--- src/rtl/router_pkg.sv ---
// Shared types and helpers for the router packet transmitter.
// Imported by the top and the payload FIFO.
package router_pkg;

  typedef enum logic [2:0] {
    IDLE,
    WAIT_DATA,
    HEADER,
    PAYLOAD,
    PARITY,
    CHECK
  } tx_state_t;

  localparam logic [1:0] ADDR_INVALID = 2'b11;
  localparam int MAX_LEN = 63;

  function automatic logic [7:0] build_header(
    input logic [5:0] len,
    input logic [1:0] addr
  );
    return {len, addr};
  endfunction

endpackage

--- src/rtl/router_tx_fifo.sv ---
// Show-ahead synchronous payload FIFO with occupancy count.
// Head byte is always visible on dout; pointers reset to flush.
module router_tx_fifo
  import router_pkg::*;
#(
  parameter int FIFO_DEPTH = 64,
  parameter int CNT_W      = 7
) (
  input  logic             clock,
  input  logic             resetn,
  input  logic             push,
  input  logic [7:0]       din,
  input  logic             pop,
  output logic [7:0]       dout,
  output logic [CNT_W-1:0] count,
  output logic             full
);

  localparam int PW = $clog2(FIFO_DEPTH);

  logic [7:0]    mem [FIFO_DEPTH];
  logic [PW-1:0] wr_ptr;
  logic [PW-1:0] rd_ptr;
  logic          do_push;
  logic          do_pop;

  function automatic logic [PW-1:0] inc(
    input logic [PW-1:0] p
  );
    return (p == PW'(FIFO_DEPTH - 1)) ? '0 : p + 1'b1;
  endfunction

  assign full    = (count == CNT_W'(FIFO_DEPTH));
  assign do_push = push && !full;
  assign do_pop  = pop && (count != '0);
  assign dout    = mem[rd_ptr];

  always_ff @(posedge clock or negedge resetn) begin
    if (!resetn) begin
      wr_ptr <= '0;
      rd_ptr <= '0;
      count  <= '0;
    end else begin
      if (do_push) wr_ptr <= inc(wr_ptr);
      if (do_pop)  rd_ptr <= inc(rd_ptr);
      unique case ({do_push, do_pop})
        2'b10:   count <= count + 1'b1;
        2'b01:   count <= count - 1'b1;
        default: count <= count;
      endcase
    end
  end

  always_ff @(posedge clock) begin
    if (do_push) mem[wr_ptr] <= din;
  end

endmodule

--- src/rtl/router_pkt_tx.sv ---
// Router input-port packet transmitter: header, payload, parity,
// busy backpressure and per-packet parity-error report.
module router_pkt_tx
  import router_pkg::*;
#(
  parameter int FIFO_DEPTH = 64,
  parameter int CNT_W      = 7
) (
  input  logic       clock,
  input  logic       resetn,
  input  logic       cmd_valid,
  output logic       cmd_ready,
  input  logic [5:0] cmd_len,
  input  logic [1:0] cmd_addr,
  input  logic       pl_valid,
  output logic       pl_ready,
  input  logic [7:0] pl_data,
  input  logic       busy,
  input  logic       err,
  output logic       pkt_valid,
  output logic [7:0] tx_data,
  output logic       cmd_err,
  output logic       pkt_done,
  output logic       pkt_err,
  output logic [7:0] pkt_cnt
);

  tx_state_t        state, state_n;
  logic [5:0]       len_q, len_n;
  logic [1:0]       addr_q, addr_n;
  logic [5:0]       rem_q, rem_n;
  logic [7:0]       par_q, par_n;
  logic             err_q, err_n;
  logic             chk_q, chk_n;
  logic [7:0]       tx_n;
  logic             pv_n;
  logic             cerr_n;
  logic             done_n;
  logic             perr_n;
  logic [7:0]       cnt_n;
  logic             pop;
  logic [7:0]       fifo_dout;
  logic [CNT_W-1:0] fifo_count;
  logic             fifo_full;

  assign pl_ready  = !fifo_full;
  assign cmd_ready = (state == IDLE);

  router_tx_fifo #(
    .FIFO_DEPTH(FIFO_DEPTH),
    .CNT_W     (CNT_W)
  ) u_fifo (
    .clock (clock),
    .resetn(resetn),
    .push  (pl_valid && pl_ready),
    .din   (pl_data),
    .pop   (pop),
    .dout  (fifo_dout),
    .count (fifo_count),
    .full  (fifo_full)
  );

  always_comb begin
    state_n = state;
    len_n   = len_q;
    addr_n  = addr_q;
    rem_n   = rem_q;
    par_n   = par_q;
    err_n   = err_q;
    chk_n   = chk_q;
    tx_n    = tx_data;
    pv_n    = pkt_valid;
    cerr_n  = 1'b0;
    done_n  = 1'b0;
    perr_n  = 1'b0;
    cnt_n   = pkt_cnt;
    pop     = 1'b0;
    unique case (state)
      IDLE: begin
        tx_n = '0;
        pv_n = 1'b0;
        if (cmd_valid) begin
          if (cmd_addr == ADDR_INVALID || cmd_len == '0) begin
            cerr_n = 1'b1;
          end else begin
            len_n   = cmd_len;
            addr_n  = cmd_addr;
            state_n = WAIT_DATA;
          end
        end
      end
      // Start only once the whole payload is buffered.
      WAIT_DATA: begin
        if (fifo_count >= CNT_W'(len_q)) begin
          tx_n    = build_header(len_q, addr_q);
          pv_n    = 1'b1;
          par_n   = build_header(len_q, addr_q);
          rem_n   = len_q;
          state_n = HEADER;
        end
      end
      HEADER: begin
        if (!busy) begin
          tx_n    = fifo_dout;
          pop     = 1'b1;
          state_n = PAYLOAD;
        end
      end
      PAYLOAD: begin
        if (!busy) begin
          par_n = par_q ^ tx_data;
          rem_n = rem_q - 6'd1;
          if (rem_q != 6'd1) begin
            tx_n = fifo_dout;
            pop  = 1'b1;
          end else begin
            tx_n    = par_q ^ tx_data;
            pv_n    = 1'b0;
            state_n = PARITY;
          end
        end
      end
      PARITY: begin
        if (!busy) begin
          tx_n    = '0;
          err_n   = 1'b0;
          chk_n   = 1'b0;
          state_n = CHECK;
        end
      end
      CHECK: begin
        err_n = err_q | err;
        chk_n = 1'b1;
        if (chk_q && !busy) begin
          done_n  = 1'b1;
          perr_n  = err_q | err;
          cnt_n   = pkt_cnt + 8'd1;
          state_n = IDLE;
        end
      end
      default: state_n = IDLE;
    endcase
  end

  always_ff @(posedge clock or negedge resetn) begin
    if (!resetn) begin
      state     <= IDLE;
      len_q     <= '0;
      addr_q    <= '0;
      rem_q     <= '0;
      par_q     <= '0;
      err_q     <= 1'b0;
      chk_q     <= 1'b0;
      tx_data   <= '0;
      pkt_valid <= 1'b0;
      cmd_err   <= 1'b0;
      pkt_done  <= 1'b0;
      pkt_err   <= 1'b0;
      pkt_cnt   <= '0;
    end else begin
      state     <= state_n;
      len_q     <= len_n;
      addr_q    <= addr_n;
      rem_q     <= rem_n;
      par_q     <= par_n;
      err_q     <= err_n;
      chk_q     <= chk_n;
      tx_data   <= tx_n;
      pkt_valid <= pv_n;
      cmd_err   <= cerr_n;
      pkt_done  <= done_n;
      pkt_err   <= perr_n;
      pkt_cnt   <= cnt_n;
    end
  end

endmodule

--- config.mk ---
export PLATFORM = sky130hd
export DESIGN_NAME = router_pkt_tx
export DESIGN_NICKNAME = d
export VERILOG_FILES = /design/src/rtl/router_pkg.sv /design/src/rtl/router_tx_fifo.sv /design/src/rtl/router_pkt_tx.sv
export SDC_FILE = /design/constraint.sdc
export NUM_CORES = 1
export LEC_CHECK = 0
export BUFFER_PORTS_ARGS = -buffer_cell sky130_fd_sc_hd__buf_2
export CORE_MARGIN = 8
export CORE_UTILIZATION = 40
export DETAILED_ROUTE_END_ITERATION = 7
export HOLD_SLACK_MARGIN = 0.1
export PLACE_DENSITY = 0.61
export SLEW_MARGIN = 20
export SYNTH_ARGS = -nofsm -noshare
export SYNTH_HDL_FRONTEND = slang
export SYNTH_SLANG_ARGS = --single-unit
export TNS_END_PERCENT = 20
--- constraint.sdc ---
create_clock -name clock -period 5.8 [get_ports clock]
set_input_delay 0 -clock clock [delete_from_list [all_inputs] [get_ports clock]]
set_output_delay 0 -clock clock [all_outputs]
set_load 0.05 [all_outputs]
# ---- Yosys cells after proc, flatten, opt, wreduce, memory -nomap -nowiden
# Memory sizes are Yosys's and may differ from the RTL's.
# Index checks and enable logic that the tools add are counted.
dict set report totals {
  reg_bits 66
  ram_bits 512
  in_bits 22
  output_inout_bits 22
  elab_cells 112
  n_memories 1
}
# name words word_bits rd rd_ports_with_merged_regs wr line
set memory_table {}
lappend memory_table {u_fifo.mem 64 8 1 0 1 router_tx_fifo.sv:21} ;# logic [7:0] mem [FIFO_DEPTH];
dict set report op_classes {
  n_addsub 6
  order_cmp 1
  eq_ne 20
  n_mux 43
  n_bitwise 3
  n_reduce_logical 22
}
# operator count
set ops {}
lappend ops {{8-bit two-way mux} 6}
lappend ops {{8-bit one-hot mux with 5 select lines} 1}
lappend ops {{3-bit two-way mux} 8}
lappend ops {{6-bit two-way mux} 4}
lappend ops {{3-bit one-hot mux with 6 select lines} 1}
lappend ops {{1-bit two-way mux} 16}
lappend ops {{2-bit inequality test, second input constant} 8}
lappend ops {{8-bit one-hot mux with 2 select lines} 1}
lappend ops {{7-bit one-hot mux with 2 select lines} 1}
lappend ops {{6-bit by 1-bit adder with 6-bit output, second input constant} 2}
lappend ops {{6-bit equality test, second input constant} 2}
lappend ops {{6-bit one-hot mux with 2 select lines} 1}
lappend ops {{8-bit by 1-bit adder with 8-bit output, second input constant} 1}
lappend ops {{8-bit AND reduction} 1}
lappend ops {{8-bit XOR} 1}
lappend ops {{7-bit by 1-bit adder with 7-bit output, second input constant} 1}
lappend ops {{7-bit equality test, second input constant} 1}
lappend ops {{7-bit by 6-bit >= comparator with 1-bit output} 1}
lappend ops {{7-bit nonzero test} 1}
lappend ops {{7-bit by 1-bit subtractor with 7-bit output, second input constant} 1}
lappend ops {{3-bit by 2-bit equality test with 1-bit output, second input constant} 2}
lappend ops {{3-bit equality test, second input constant} 2}
lappend ops {{6-bit zero test} 1}
lappend ops {{6-bit by 1-bit inequality test with 1-bit output, second input constant} 1}
lappend ops {{19 further kinds} 30}

# ---- Logic depth before layout (Yosys ltp)
# Gate-level depths: netlist of the first run.
dict set report depth {
  word_depth 7
  depth_mapped 15
  depth_no_buf 15
}

# ---- Cells and area by module
# From an unflattened synthesis of the first run, not the netlist that was laid out.
dict set report hier_totals {
  cells_unflattened 1340
  hier_area_um2 23744.0
}
# module n_inst cells_each area_per_inst_um2 seq_area_each_um2
set modules_own_cells {}
lappend modules_own_cells {router_tx_fifo 1 1050 21030.2 15850.2}
lappend modules_own_cells {router_pkt_tx 1 290 2713.9 1176.1}

# ---- Worst setup path before layout of the first run
# No wires, ideal clock.
dict set report synth_path {
  path_kind {register -> register}
  start {register u_fifo.count[1]}
  end {register u_fifo.count[6]}
  setup_ns 0.079
  arrival_time_ns 3.430
  required_ns 5.721
  slack_ns 2.291
  stages_incl_launch_ff 14
  path_buffers 1
  synth_period_minus_slack_ns 3.509
  cell_sequence {dfrtp_1 nor2_1 nand4_1 and2_1 clkbuf_1 inv_1 ha_1 ha_1 nor2b_1 o21ai_0 a21boi_0 or4_1 nand3_1 xor2_1}
}
dict set report synth_between {
  elab_chain_len 6
  elab_cells_between_ends 12
}
# item line
set synth_lines {}
lappend synth_lines {{start: declaration} router_tx_fifo.sv:15} ;# output logic [CNT_W-1:0] count,
lappend synth_lines {{start signal: assignment} router_tx_fifo.sv:47} ;# 2'b10: count <= count + 1'b1;
lappend synth_lines {{start signal: assignment} router_tx_fifo.sv:48} ;# 2'b01: count <= count - 1'b1;
lappend synth_lines {{start signal: assignment} router_tx_fifo.sv:49} ;# default: count <= count;
lappend synth_lines {{7-bit equality test *} router_tx_fifo.sv:33} ;# assign full = (count == CNT_W'(FIFO_DEPTH));
lappend synth_lines {{1-bit zero test *} router_pkt_tx.sv:46} ;# assign pl_ready = !fifo_full;
lappend synth_lines {{net pl_ready} router_pkt_tx.sv:16} ;# output logic pl_ready,
lappend synth_lines {{1-bit logical AND} router_pkt_tx.sv:55} ;# .push (pl_valid && pl_ready),
lappend synth_lines {{1-bit logical AND *} router_tx_fifo.sv:34} ;# assign do_push = push && !full;
lappend synth_lines {{2-bit by 1-bit equality test with 1-bit output or 2-bit equality test (tied branches)} router_tx_fifo.sv:46} ;# unique case ({do_push, do_pop})
lappend synth_lines {{7-bit one-hot mux with 2 select lines or 2-bit nonzero test (tied branches)} --}
# Mark *: on every way through the listed nets, which the timed path passes. The rest lies on a longest branch.
# A chain may end at the register's enable or synchronous reset.

# ---- Final worst setup path of the first run
dict set report layout_path {
  start {register state[2]}
  end {register u_fifo.count[6]}
}
dict set report layout_between {
  elab_chain_len 5
  elab_cells_between_ends 8
}
# item line
set layout_lines {}
lappend layout_lines {{start: declaration} router_pkt_tx.sv:28} ;# tx_state_t state, state_n;
lappend layout_lines {{start signal: assignment} router_pkt_tx.sv:161} ;# state <= state_n;
lappend layout_lines {{3-bit by 2-bit equality test with 1-bit output} router_pkt_tx.sv:78} ;# unique case (state)
lappend layout_lines {{1-bit one-hot mux with 2 select lines *} router_pkt_tx.sv:78}
lappend layout_lines {{1-bit logical AND *} router_tx_fifo.sv:35} ;# assign do_pop = pop && (count != '0);
lappend layout_lines {{net u_fifo.do_pop} router_tx_fifo.sv:25} ;# logic do_pop;
lappend layout_lines {{2-bit by 1-bit equality test with 1-bit output or 2-bit equality test (tied branches)} router_tx_fifo.sv:46}
lappend layout_lines {{7-bit one-hot mux with 2 select lines or 2-bit nonzero test (tied branches)} --}
# Marked as above.

==> results of run 1 <==
## flip-flops by register name, indices dropped and copies added, names as in the netlist, 2 cells and up
| name | cells |
|---|---|
| addr_q | 2 |
| rem_q | 6 |
| state | 3 |
| tx_data | 8 |
| pkt_cnt | 8 |
| u_fifo.rd_ptr | 6 |
| u_fifo.count | 7 |
| len_q | 6 |
| u_fifo.mem | 512 |
| u_fifo.wr_ptr | 6 |
| par_q | 8 |
## layer usage
metal	vias up	GRT usage
li1	5735	-
met1	6590	0.2283
met2	487	0.2507
met3	92	0.03217
met5	-	0
met4	0	0.04365
## through the flow
stage / cell area, um2 / hold WS [ns] / instances / setup WS (ns)
3_3_place_gp: 24680 / 0.2369 / 2171 / 1.926
4_1_cts: 26750 / 0.1084 / 2299 / 1.559
2_1_floorplan: 23720 / -0.2956 / 1412 / 2.291
3_5_place_dp: 24680 / 0.2365 / 2171 / 1.650
6_report: 26780 / 0.1095 / 2302 / 1.550
5_1_grt: 26780 / 0.1705 / 2301 / 1.265
## cells in the mapped netlist, types with 3 or more instances
library cell                count  area share
sky130_fd_sc_hd__a22o_1         4      0.0015
sky130_fd_sc_hd__nor4_1         5      0.0013
sky130_fd_sc_hd__mux4_2        71       0.067
sky130_fd_sc_hd__and3_1         6      0.0016
sky130_fd_sc_hd__or3_1          3     0.00079
sky130_fd_sc_hd__o21ai_0       41      0.0087
sky130_fd_sc_hd__nand3b_1       6      0.0019
sky130_fd_sc_hd__inv_1         17      0.0027
sky130_fd_sc_hd__o31ai_1        4      0.0013
sky130_fd_sc_hd__ha_1          17      0.0090
sky130_fd_sc_hd__a22oi_1       45       0.014
sky130_fd_sc_hd__o211ai_1       3     0.00095
sky130_fd_sc_hd__nor3_1         5      0.0011
sky130_fd_sc_hd__a21boi_0       3     0.00095
sky130_fd_sc_hd__a211oi_1       6      0.0019
sky130_fd_sc_hd__and2_1         6      0.0016
sky130_fd_sc_hd__o221ai_1       3      0.0011
sky130_fd_sc_hd__buf_2         27      0.0057
sky130_fd_sc_hd__a31oi_1        8      0.0021
sky130_fd_sc_hd__mux2_2        27       0.013
sky130_fd_sc_hd__o22a_1         6      0.0022
sky130_fd_sc_hd__nor2b_1       12      0.0032
sky130_fd_sc_hd__nand4_1        4      0.0011
sky130_fd_sc_hd__dfrtp_1       66       0.070
sky130_fd_sc_hd__a221oi_1       4      0.0015
sky130_fd_sc_hd__nand2_1       53      0.0084
sky130_fd_sc_hd__clkbuf_1      29      0.0046
sky130_fd_sc_hd__xnor2_1       19      0.0070
sky130_fd_sc_hd__mux2i_1      124       0.052
sky130_fd_sc_hd__buf_1          4     0.00063
sky130_fd_sc_hd__nor2_1       113       0.018
sky130_fd_sc_hd__a21o_1         5      0.0016
sky130_fd_sc_hd__o22ai_1       15      0.0040
sky130_fd_sc_hd__edfxtp_1     512        0.65
sky130_fd_sc_hd__nor3b_1        8      0.0025
sky130_fd_sc_hd__nand3_1       30      0.0063
sky130_fd_sc_hd__xor2_1         6      0.0022
sky130_fd_sc_hd__nand2b_1       8      0.0021
sky130_fd_sc_hd__a2111oi_0      7      0.0026
sky130_fd_sc_hd__buf_4         13      0.0041
sky130_fd_sc_hd__a21oi_1       44      0.0093
## power groups by stage
stage | Combinational (mW) | Clock, mW | Sequential [mW]
final | 3.44 | 3.59 | 5.29
after global routing | 3.70 | 3.82 | 5.34
after CTS | 3.44 | 3.66 | 5.29
after detailed placement | 3.38 | 0 | 5.37
after global placement | 3.34 | 0 | 5.36
after floorplan | 2.58 | 0 | 5.13
## what timing repair did
| action | in CTS | in global routing |
|---|---|---|
| endpoints found under the hold margin | 340 | 128 |
| hold buffers | 26 | 2 |
| gates resized for setup | 0 | 0 |
## worst reg2reg max path: stages, from the launching register on
cell and delay (ns):
sky130_fd_sc_hd__dfrtp_1 0.53, sky130_fd_sc_hd__nand2b_1 0.25, sky130_fd_sc_hd__a311oi_1 0.63, sky130_fd_sc_hd__o21ai_0 0.45
sky130_fd_sc_hd__inv_1 0.28, sky130_fd_sc_hd__ha_1 0.39, sky130_fd_sc_hd__ha_1 0.33, sky130_fd_sc_hd__nor2b_1 0.14
sky130_fd_sc_hd__o21ai_0 0.21, sky130_fd_sc_hd__a21boi_0 0.18, sky130_fd_sc_hd__or4_1 0.50, sky130_fd_sc_hd__nand3_1 0.11
sky130_fd_sc_hd__xor2_1 0.16
## logic make-up after synthesis
family,after synthesis,share of synthesized area
adders and majority gates,18,0.009812
xor gates and xnor gates,25,0.009232
DFF,578,0.7179
muxes,222,0.1326
AOI/OAI and AO/OA,213,0.06025
buffers and inverters,91,0.01820
and+or+nand+nor,265,0.05207
## worst max-delay path by stage
stage	from	end	slack [ns]
6_report	state[2]$_DFFE_PN0P_	u_fifo.count[6]$_DFFE_PN0P_	1.55
3_5_place_dp	state[2]$_DFFE_PN0P_	u_fifo.count[6]$_DFFE_PN0P_	1.65
4_1_cts	state[2]$_DFFE_PN0P_	u_fifo.count[6]$_DFFE_PN0P_	1.56
3_3_place_gp	state[2]$_DFFE_PN0P_	u_fifo.count[6]$_DFFE_PN0P_	1.93
5_1_grt	state[2]$_DFFE_PN0P_	u_fifo.count[6]$_DFFE_PN0P_	1.27
2_1_floorplan	u_fifo.count[1]$_DFFE_PN0P_	u_fifo.count[6]$_DFFE_PN0P_	2.29
## final cells by class
type,instances,area share
repair buffers,88,0.02392
clock buffers,68,0.05560
flip-flops and latches,578,0.6362
clock inverters,34,0.01191
inverters,17,0.002383
multi-input cells,743,0.2338
well taps,773,0.03612
diodes,1,0.00009344
## placed cells by master, fill, tap and decap left out, types with 30 or more instances in the layout
master                        n
sky130_fd_sc_hd__edfxtp_1   512
sky130_fd_sc_hd__mux2i_1    124
sky130_fd_sc_hd__nor2_1     113
sky130_fd_sc_hd__mux4_2      71
sky130_fd_sc_hd__dfrtp_1     63
sky130_fd_sc_hd__clkbuf_16   58
sky130_fd_sc_hd__nand2_1     53
sky130_fd_sc_hd__a22oi_1     45
sky130_fd_sc_hd__a21oi_1     44
sky130_fd_sc_hd__o21ai_0     41
sky130_fd_sc_hd__buf_2       41
sky130_fd_sc_hd__nand3_1     30
==> metrics.yaml, run 1 <==
outcome: "finished, final reports clean"
viasPerCell: 5.606
fillers: 5051
grt_use_total: 0.1606
critical-path-max-stage-delay_ns: 0.63
synthesis.nets: 1452
flow.area_growth_from_synthesis_pct: 12.91
worst_r2r_startpoint: "state[2]$_DFFE_PN0P_"
top_layer_used: "met4"
yosys_warnings: 0
worstPathMaxFanout: 16
floorplan.die_area_um2: 67340
insertion_delay_ns: 0.64
netlist_area_um2: 23720
grt_first_pass_wirelength_um: 82570
numCtsBuffers: 58
drt_wl_total_um: 54410
holdCritPathClass: "in2async"
drt_drc_violations_left: 0
fin_util: 0.4555
floorplan.die.width_um: 259.5
layout-drive-gt1-share: 0.1597
path_buf_inv: 1
synth_sequential_area_ratio: 0.7179
die_h_um: 259.5
cap_violations: 0
highest_clock_rate_mhz: 235.3
cp.depth: 12
first_global_vias: 12880
setup_repair_after_global_routing_missed_its_margin: "no"
cts_tree: "done"
p_switching_mw: 4.051
vdd_ir_drop_max_v: 0.0002739
final-setup-viol-count: 0
ys_async_sr_fraction: 0.1142
wl_met1_um: 23810
timing_worst_slew_pin_value_ns: 1.085
globalRouteOverflowTotal: 0
tritoncts_num_sinks: 578
fin_skew_ns: 0.03278
multi_input_area_um2: 6260
dr_wl_met3_um: 4084
timing.critical_path.cells: "nand2b_1, a311oi_1, o21ai_0, inv_1, ha_1, ha_1, nor2b_1, o21ai_0, a21boi_0, or4_1, nand3_1, xor2_1"
floorplan.initialDensity: 0.4034
antenna_found_initial: 0
slew_headroom: 0.2744
layout_worst_path_cycle_share: 0.7328
gpl.final_weighted_congestion: 0.8392
route.vias.total: 12900
share_comb_of_total_power: 0.279
p_per_area_nw_per_um2: 459.7
cts.htree.levels: 2
dr.first_iter.drc_count: 1345
seqCellArea_um2: 17040
placeableCoreArea_um2: 58800
design_power_total_mw: 12.31
design.final.nets: 1526
setup.worst_path.class: "reg2reg"
power.leakage_nw: 8.910
pin_count: 44
clockRootBuffer: "sky130_fd_sc_hd__clkbuf_16"
row_count: 89
power_frac_seq: 0.430
grt_max_degree: 69
dr_wl_met2_um: 25220
timing.critical_path.from_type: "register"
setup_tns_ns: 0
place.port_buffers: 43
ff2ff_path_depth: 12
crit_path_top_delay_cell: "sky130_fd_sc_hd__a311oi_1"
postSynthRegisterBits: 578
reg2reg_slack_ns: 1.55
clkTransAtPathRegs_ns: 0.06
antenna_left: 0
leading_register_cell_type_out_of_synthesis: "sky130_fd_sc_hd__edfxtp_1"
post_cts_buffers: 0
req_time_crit_path_ns: 6.33
timing.final.max_slew_violations: 0
power.switching_fraction: 0.3291
finalHoldViolCount: 0
end_kind: "register"
layout_min_cycle_time_ns: 4.250
cp_data_arrival_time_ns: 4.78
synth-edff-count: 512
syn_avg_cell_area_um2: 16.80
yosysUniqueCellTypes: 60
post_drt_wl_per_cell_um: 23.63
worst_path_dominant_cell_family: "compound AO/OA/AOI/OAI gates"
power_report.internal_total_mw: 8.258
share_clk_of_total_power: 0.291
worst_r2r_endpoint: "u_fifo.count[6]$_DFFE_PN0P_"
hpwl_um: 33000
firstDrtPassIters: 5
post_synth_inst_count: 1412
clockBufferDepth: 3
Power figures use the tool's default switching activity.
==> run 2, diff against run 1 <==
- PLACE_DENSITY: 0.61 -> 0.63
- clock period: 5.8 -> 3.76 ns (I/O delays scaled with it)
==> run 2 against run 1 <==
Net effect: sequential power is 54% higher; combinational power increased by 55%; final cell count is 2.8% higher; fmax rose by 21%; die area unchanged; sequential share of layout area is 1.3 points lower; register-to-register slack got worse by 1.3 ns; via count increased by 1.1%; first-iteration DRC count decreased by 13%; critical path depth grew 1; power increased by 56%; critical endpoint unchanged; largest cell class unchanged; largest power group unchanged.
==> metrics.yaml, run 2 (same netlist as run 1, synthesis figures left out) <==
outcome: "finished, final reports clean"
fillers: 4956  # -1.9%
power.leakage_nw: 9.288  # +4.2%
highest_clock_rate_mhz: 285.0  # +21%
fin_util: 0.4651  # +0.009618
drt_wl_total_um: 54910  # +0.93%
worst_r2r_endpoint: "u_fifo.count[6]$_DFFE_PN0P_"
grt_use_total: 0.1616  # +0.001000
clockRootBuffer: "sky130_fd_sc_hd__clkbuf_16"
dr.first_iter.drc_count: 1174  # -13%
layout_worst_path_cycle_share: 0.9333  # +0.2005
worst_r2r_startpoint: "rem_q[0]$_DFFE_PN0P_"
flow.area_growth_from_synthesis_pct: 15.29
row_count: 89  # unchanged
timing.final.max_slew_violations: 0  # unchanged
cts_tree: "done"
holdCritPathClass: "in2reg"
gpl.final_weighted_congestion: 0.8451  # +0.70%
clockBufferDepth: 3  # unchanged
dpl_worst_slack_ns: -0.02924  # -1.679 ns
setup.worst_path.class: "reg2reg"
insertedDiodeCount: 0  # -1
slew_headroom: 0.3804  # +0.1060
cp_data_arrival_time_ns: 4.03  # -0.75 ns
grt_first_pass_wirelength_um: 82990  # +0.52%
final-setup-viol-count: 0  # unchanged
die_h_um: 259.5  # unchanged
design.final.nets: 1585  # +3.9%
drt_drc_violations_left: 0  # unchanged
largest_register_ff_count: 512  # unchanged
globalRouteOverflowTotal: 0  # unchanged
end_kind: "register"
cts.htree.levels: 2  # unchanged
finalHoldViolCount: 0  # unchanged
p_per_area_nw_per_um2: 701.1  # +53%
placeableCoreArea_um2: 58800  # unchanged
antenna_left: 0  # unchanged
timing_worst_slew_pin_value_ns: 0.9275  # -0.1577 ns
regMostFlops: "u_fifo.mem"
setup.worst_path.start: "rem_q[0]$_DFFE_PN0P_"
timing_endpoint_of_the_critical_path: "u_fifo.count[6]$_DFFE_PN0P_"
fin_skew_ns: 0.02550  # -0.007282 ns
antenna_found_initial: 0  # unchanged
reg2reg_slack_ns: 0.25  # -1.30 ns
viasPerCell: 5.512  # -1.7%
worstPathMaxFanout: 8  # -8
final_common_cell: "sky130_fd_sc_hd__edfxtp_1"
clkTransAtPathRegs_ns: 0.06  # about the same
req_time_crit_path_ns: 4.28  # -2.05 ns
post_cts_buffers: 0  # unchanged
tritoncts_num_sinks: 578  # unchanged
fin_cells: 2366  # +2.8%
vdd_ir_drop_max_v: 0.0003750  # +37%
firstDrtPassIters: 5  # unchanged
ff2ff_path_depth: 13  # +1
first_global_vias: 13210  # +2.6%
post_drt_wl_per_cell_um: 23.21  # -1.8%
floorplan.die.width_um: 259.5  # unchanged
pin_count: 44  # unchanged
setup_repair_after_global_routing_missed_its_margin: "no"
route.vias.total: 13040  # +1.1%
layout-drive-gt1-share: 0.1959  # +0.03617
grt_max_degree: 65  # -5.8%
cap_violations: 0  # unchanged
layout_min_cycle_time_ns: 3.509  # -0.7411 ns
design_power_total_mw: 19.17  # +56%
dpl.cell_count: 2232  # +2.8%
floorplan.die_area_um2: 67340  # unchanged
commonest_non_fill_non_tap_cells_in_the_layout: "sky130_fd_sc_hd__edfxtp_1 (512), sky130_fd_sc_hd__mux2i_1 (124), sky130_fd_sc_hd__nor2_1 (112)"
timing.critical_path.from_type: "register"
floorplan.initialDensity: 0.4034  # unchanged
place.port_buffers: 43  # unchanged
numCtsBuffers: 59  # +1.7%
insertion_delay_ns: 0.62  # -0.02 ns
hpwl_um: 34730  # +5.2%
worst_slack_ns: 0.2508  # -1.299 ns
[run 2: cell types whose count changed in the layout (fill, tap and decap cells not counted), moves of 2 or more]
| cell | before | now |
|---|---|---|
| sky130_fd_sc_hd__buf_4 | 18 | 75 |
| sky130_fd_sc_hd__clkbuf_16 | 58 | 60 |
| sky130_fd_sc_hd__buf_12 | 1 | 5 |
| sky130_fd_sc_hd__bufinv_16 | 4 | 6 |
| sky130_fd_sc_hd__dlygate4sd3_1 | 28 | 24 |
| sky130_fd_sc_hd__clkinv_1 | 13 | 16 |
| sky130_fd_sc_hd__clkinv_2 | 7 | 10 |
| sky130_fd_sc_hd__clkinv_4 | 4 | 1 |
[run 2: power by group]
group | leakage [nW] | internal (mW) | switching, mW
combinational | 2.93 | 2.20 | 3.12
clock | 0.926 | 3.33 | 2.39
sequential | 5.43 | 7.46 | 0.666
total | 9.29 | 13.0 | 6.18
[run 2: worst min-delay path by stage]
stage | depth (start not counted) | from | slack (ns) | to
finish | 3 | cmd_len[5] | 0.18 | len_q[5]$_DFFE_PN0P_
global route | 3 | cmd_len[5] | 0.18 | len_q[5]$_DFFE_PN0P_
CTS | 3 | cmd_len[2] | 0.14 | len_q[2]$_DFFE_PN0P_
detailed placement | 1 | resetn | 0.09 | u_fifo.count[1]$_DFFE_PN0P_
global placement | 1 | resetn | 0.11 | u_fifo.count[1]$_DFFE_PN0P_
floorplan | 0 | resetn | -0.30 | addr_q[0]$_DFFE_PN0P_
[run 2: per-stage QoR]
step / cell area [um2] / hold WS, ns / TNS, ns
3_3_place_gp: 25180 / 0.1068 / 0
2_1_floorplan: 23720 / -0.2956 / 0
5_1_grt: 27350 / 0.1766 / 0
3_5_place_dp: 25180 / 0.09182 / -0.02924
6_report: 27350 / 0.1782 / 0
4_1_cts: 27330 / 0.1401 / 0
[run 2: layout make-up]
| type | instances | area [um2] | share of cell area |
|---|---|---|---|
| flip-flops and latches | 578 | 17040 | 0.6231 |
| multi-input cells | 743 | 6271 | 0.2293 |
| clock buffers | 71 | 1543 | 0.05642 |
| repair buffers | 146 | 1114 | 0.04072 |
| well taps | 773 | 967.2 | 0.03537 |
| clock inverters | 38 | 349.1 | 0.01277 |
| inverters | 17 | 63.81 | 0.002334 |
[run 2: worst max-delay path, stage by stage (launching register included)]
cell and delay [ns]:
sky130_fd_sc_hd__dfrtp_1 0.41, sky130_fd_sc_hd__ha_1 0.21, sky130_fd_sc_hd__nor3b_1 0.15, sky130_fd_sc_hd__a311oi_2 0.40, sky130_fd_sc_hd__o21ai_0 0.21, sky130_fd_sc_hd__inv_1 0.21
sky130_fd_sc_hd__ha_2 0.30, sky130_fd_sc_hd__ha_1 0.28, sky130_fd_sc_hd__nor2b_1 0.14, sky130_fd_sc_hd__o21ai_0 0.19, sky130_fd_sc_hd__a21boi_0 0.17, sky130_fd_sc_hd__or4_1 0.49
sky130_fd_sc_hd__nand3_1 0.11, sky130_fd_sc_hd__xor2_1 0.14
[run 2: per-layer routing]
metal  global-route usage  wire [um]
met4              0.05577       1632
met2               0.2541      25420
met3              0.02896       3584
met1               0.2254      24270
met5                    0          0
[run 2: timing repair]
| action | in CTS | in global routing |
|---|---|---|
| hold buffers | 24 | 1 |
| pin swaps | 0 | 1 |
| gates resized for setup | 1 | 1 |
| endpoints found under the setup margin | 1 | 1 |
| hold endpoints to repair | 354 | 64 |
